### config.mk
export PLATFORM = sky130hd
export DESIGN_NAME = clk_div_bank
export DESIGN_NICKNAME = d
export VERILOG_FILES = /design/src/rtl/clk_div_bank.sv
export SDC_FILE = /design/constraint.sdc
export NUM_CORES = 1
export LEC_CHECK = 0
export BUFFER_PORTS_ARGS = -buffer_cell sky130_fd_sc_hd__buf_2
export CAP_MARGIN = 20
export CORE_ASPECT_RATIO = 0.5
export CORE_MARGIN = 2
export CORE_UTILIZATION = 55
export CTS_CLUSTER_SIZE = 8
export DETAILED_ROUTE_END_ITERATION = 10
export GPL_ROUTABILITY_DRIVEN = 0
export GPL_TIMING_DRIVEN = 0
export HOLD_SLACK_MARGIN = 0.06
export PLACE_DENSITY = 0.74
export SYNTH_ARGS = -nofsm -noshare
export SYNTH_HDL_FRONTEND = slang
export SYNTH_SLANG_ARGS = --single-unit
### constraint.sdc
create_clock -name in_clk -period 3.3 [get_ports in_clk]
set_input_delay 0.33 -clock in_clk [delete_from_list [all_inputs] [get_ports in_clk]]
set_output_delay 0.33 -clock in_clk [all_outputs]
set_load 0.02 [all_outputs]
### src/rtl/clk_div_bank.sv
// Bank of independent programmable clock dividers, each giving a one-cycle tick and a 50% square wave.
// Defining CLK_DIV_BANK_SYNC_EN adds in_sync, which realigns every channel on a single edge.
module clk_div_bank #(
    parameter int unsigned      WIDTH       = 20,
    parameter int unsigned      CHANNELS    = 4,
    parameter logic [WIDTH-1:0] DEFAULT_DIV = WIDTH'(20'h7FFFF)
) (
    input  logic                in_clk,
    input  logic                in_rst_n,
`ifdef CLK_DIV_BANK_SYNC_EN
    input  logic                in_sync,
`endif
    input  logic [CHANNELS-1:0] in_en,
    input  logic                cfg_valid,
    output logic                cfg_ready,
    input  logic [3:0]          cfg_chan,
    input  logic [WIDTH-1:0]    cfg_div,
    output logic [CHANNELS-1:0] out_tick,
    output logic [CHANNELS-1:0] out_clk
);

    logic [CHANNELS-1:0] pending;
    logic [15:0]         pending_ext;
    logic                xfer;
    logic                sync_clear;

    // Indices past the last channel see a zero pending bit, so such writes are accepted and dropped.
    assign pending_ext = 16'(pending);
    assign cfg_ready   = !pending_ext[cfg_chan];
    assign xfer        = cfg_valid && cfg_ready;

`ifdef CLK_DIV_BANK_SYNC_EN
    assign sync_clear = in_sync;
`else
    assign sync_clear = 1'b0;
`endif

    for (genvar i = 0; i < CHANNELS; i++) begin : g_chan
        logic [WIDTH-1:0] cnt;
        logic [WIDTH-1:0] div;
        logic [WIDTH-1:0] shadow;
        logic             pend;
        logic             tick;
        logic             sq;
        logic             hit;
        logic             wrap;

        assign hit  = xfer && (cfg_chan == 4'(i));
        assign wrap = cnt >= div;

        // A new divisor only lands when cnt is back at zero, so the square wave never glitches.
        always_ff @(posedge in_clk or negedge in_rst_n) begin
            if (!in_rst_n) begin
                cnt    <= '0;
                div    <= DEFAULT_DIV;
                shadow <= DEFAULT_DIV;
                pend   <= 1'b0;
                tick   <= 1'b0;
                sq     <= 1'b0;
            end else begin
                if (hit) begin
                    shadow <= cfg_div;
                end
                if (sync_clear || !in_en[i]) begin
                    cnt  <= '0;
                    tick <= 1'b0;
                    sq   <= 1'b0;
                    if (pend) begin
                        div <= shadow;
                    end
                    pend <= hit;
                end else if (wrap) begin
                    cnt  <= '0;
                    tick <= 1'b1;
                    sq   <= ~sq;
                    if (pend) begin
                        div <= shadow;
                    end
                    pend <= hit;
                end else begin
                    cnt  <= cnt + 1'b1;
                    tick <= 1'b0;
                    if (hit) begin
                        pend <= 1'b1;
                    end
                end
            end
        end

        assign pending[i]  = pend;
        assign out_tick[i] = tick;
        assign out_clk[i]  = sq;
    end

endmodule
==> flow_summary.json <==
{
  "status": "completed",
  "power.total_mw": 10.39,
  "rrSetupSlack_ns": 0.59,
  "synthArstFlopShare_pct": 100.0,
  "dp_hpwl_um": 17050,
  "crit_required_ns": 3.68,
  "cp_max_fo": 10,
  "fill_cells": 1618,
  "yosysWarnings": 0,
  "drv_slew": 0,
  "grtUsageTotal_pct": 21.91,
  "leakage_nw": 6.323,
  "crit_path_start_kind": "flip-flop",
  "clockBufferDepth": 3,
  "h-tree-depth": 2,
  "p_per_area_mw_per_mm2": 734.6,
  "rows": 38,
  "yosysTopAreaCellShare_pct": 32.10,
  "routed_wl_um": 24550,
  "area.growth.synth_to_final_pct": 13.65,
  "rsz0062_at_grt": "no",
  "core_area_mm2": 0.02192,
  "period_share_pct": 82.22,
  "crit_family": "compound AO/OA/AOI/OAI gates",
  "cts-root-buf": "clkbuf_16",
  "max_freq_mhz": 368.6,
  "finalCriticalPeriod_ns": 2.713,
  "pin_count": 40,
  "critPathKind": "reg2reg",
  "slowest_stage": "dfstp_2",
  "tns_ns": 0,
  "crit_chain": "inv_1 -> ha_1 -> a21oi_1 -> o21ai_0 -> a221oi_1 -> o21ai_0 -> o21ai_1 -> buf_2 -> mux2_2",
  "wl_per_cell_um": 17.05,
  "die_h_um": 110.4,
  "syn-cell-area_mm2": 0.01244,
  "dpl_worst_slack_ns": 0.6301,
  "clock-sinks": 252,
  "clk_latency_ns": 0.51,
  "ys_types": 52,
  "cts.clk_slew.worst_paths_ns": 0.05,
  "hold_path_class": "in2reg",
  "vias": 7788,
  "fin_util_pct": 64.52,
  "grt_pass1_wl_um": 40990,
  "portBuffers": 39,
  "overflow": 0,
  "finalSetupViolations": 0,
  "critical_path.endpoint_type": "flip-flop",
  "grt_max_degree": 124,
  "cts_tree": "yes",
  "synthTopCellsByArea": "dfstp_2, dfrtp_1, mux2_2, ha_1, xor2_1",
  "drc": 0,
  "regArea_mm2": 0.006496,
  "drt_iter0_drc": 423,
  "cap_violations": 0,
  "hold_viol": 0,
  "maxSlewHeadroom_pct": 41.49,
  "path_buf_inv": 2,
  "viasPerCell": 5.408,
  "antenna_found_initial": 1,
  "nets": 1232,
  "synth.ff_latch_count": 252,
  "die_x_um": 216.7,
  "ys_top_cells_by_count": "dfstp_2, mux2_2, dfrtp_1",
  "avgSynthCellArea_um2": 12.02,
  "die_area_mm2": 0.02392,
  "syn_nets": 1150,
  "tightest_slew_ns": 0.8696,
  "start_util_pct": 56.77,
  "numCtsBuffers": 37,
  "vdd_drop_max_mv": 0.3398,
  "slowest_delay_ns": 0.54,
  "multiInputGateArea_mm2": 0.005428,
  "ant_nets": 0,
  "setup_ws_ns": 0.5868,
  "synth_flop_cell": "dfstp_2",
  "final.setup_skew_ns": 0.01589,
  "yosys.cell_count.top_type": "dfstp_2",
  "drive_gt1_share_pct": 37.43,
  "drtPass1Iterations": 4,
  "synth-edff-count": 0,
  "synthCells": 1035,
  "cp.arrival_ns": 3.09,
  "seq_area_frac_synth_pct": 52.21,
  "crit_top_cell": "o21ai_0",
  "yosysTopAreaCell": "dfstp_2",
  "grt_pass1_vias": 8081
}
-- path summary, 6_finish.rpt --
kind	start	to	cells after the start
max reg2reg	g_chan[1].div[15]$_DFFE_PN1P_	g_chan[1].div[19]$_DFFE_PN0P_	9
min in group asynchronous	in_rst_n	g_chan[2].cnt[2]$_DFF_PN0_	2
min	in_en[2]	g_chan[2].tick$_DFF_PN0_	2
max	g_chan[1].div[15]$_DFFE_PN1P_	g_chan[1].div[19]$_DFFE_PN0P_	9
max in group asynchronous	in_rst_n	g_chan[3].div[19]$_DFFE_PN0P_	3
min reg2reg	g_chan[2].shadow[19]$_DFFE_PN0P_	g_chan[2].div[19]$_DFFE_PN0P_	1
-- sequential cells by signal (all words and copies together) (netlist names) --
register / count
g_chan.tick: 4
g_chan.sq: 4
g_chan.shadow: 80
g_chan.cnt: 80
g_chan.div: 80
g_chan.pend: 4
-- area by class of cell --
type,count,area share (%)
diodes,2,0.03539
repair buffers,43,1.982
clock buffers,59,7.131
well taps,300,2.654
inverters,86,2.283
clock inverters,1,0.2123
multi-input cells,668,38.38
flip-flops and latches,252,45.93
plain buffers,29,1.389
-- cell families (layout without fill, tap and decap cells) --
kind of cell             count (synthesis)  count (layout)  share of synthesized area (%)
flip-flops                             252             252                          52.21
multiplexers                           162             162                          15.34
AND/OR/NAND/NOR                        277             277                          10.66
other                                    0               2                              0
buffers and inverters                  115             218                          4.173
adder cells (fa/ha/maj)                 84              84                          8.446
XOR/XNOR                                73              73                          5.138
AO/OA/AOI/OAI                           72              72                          4.032
-- routing by layer --
layer  routed length, um  vias up  track usage [%]
met5                   0        -                0
met4                 428        0            6.311
met3                1008       38            4.115
met2               11280      122            35.65
met1               11840     3909            30.43
li1                    -     3719                -
-- placed cells by master, fill, tap and decap left out, drive strengths merged, types with 2 or more instances in the layout --
cell         synthesis  layout
xnor2               28      28
a31o                 3       3
a211oi               4       4
o21a                 4       4
inv                 86      86
nand2b               4       4
nor2b                4       4
a21oi               28      28
diode                0       2
buf                 24      65
dlygate4sd3          0       2
and4                 5       5
mux2               160     160
nor2               100     100
a21o                 5       5
a21bo                2       2
a221o                4       4
o21ai               17      17
ha                  84      84
clkbuf               5      64
dfrtp              100     100
o31a                 2       2
dfstp              152     152
nor3                15      15
nor4b                2       2
and3                18      18
nand3               45      45
nand4               20      20
and3b                2       2
xor2                45      45
and2                 5       5
nor4                 4       4
nand2               50      50
-- per-stage QoR --
stage,hold slack (ns),area (um^2),instances
after floorplan,0.03441,12440,1035
after global placement,0.4848,13010,1374
after detailed placement,0.2531,13080,1376
after CTS,0.07578,14140,1438
after global routing,0.06746,14140,1438
final,0.09235,14140,1440
-- power by group --
group / leakage (nW) / total, mW / switching (mW) / internal [mW]
clock: 0.496 / 3.42 / 1.28 / 2.14
sequential: 2.97 / 4.77 / 0.429 / 4.34
combinational: 2.86 / 2.20 / 1.05 / 1.15
total: 6.32 / 10.4 / 2.76 / 7.63
-- what timing repair did --
item,CTS,global route
hold buffers,2,0
setup buffers,0,0
endpoints found under the hold margin,44,0
gates resized for setup,0,0
(Power assumes the default switching activity.)
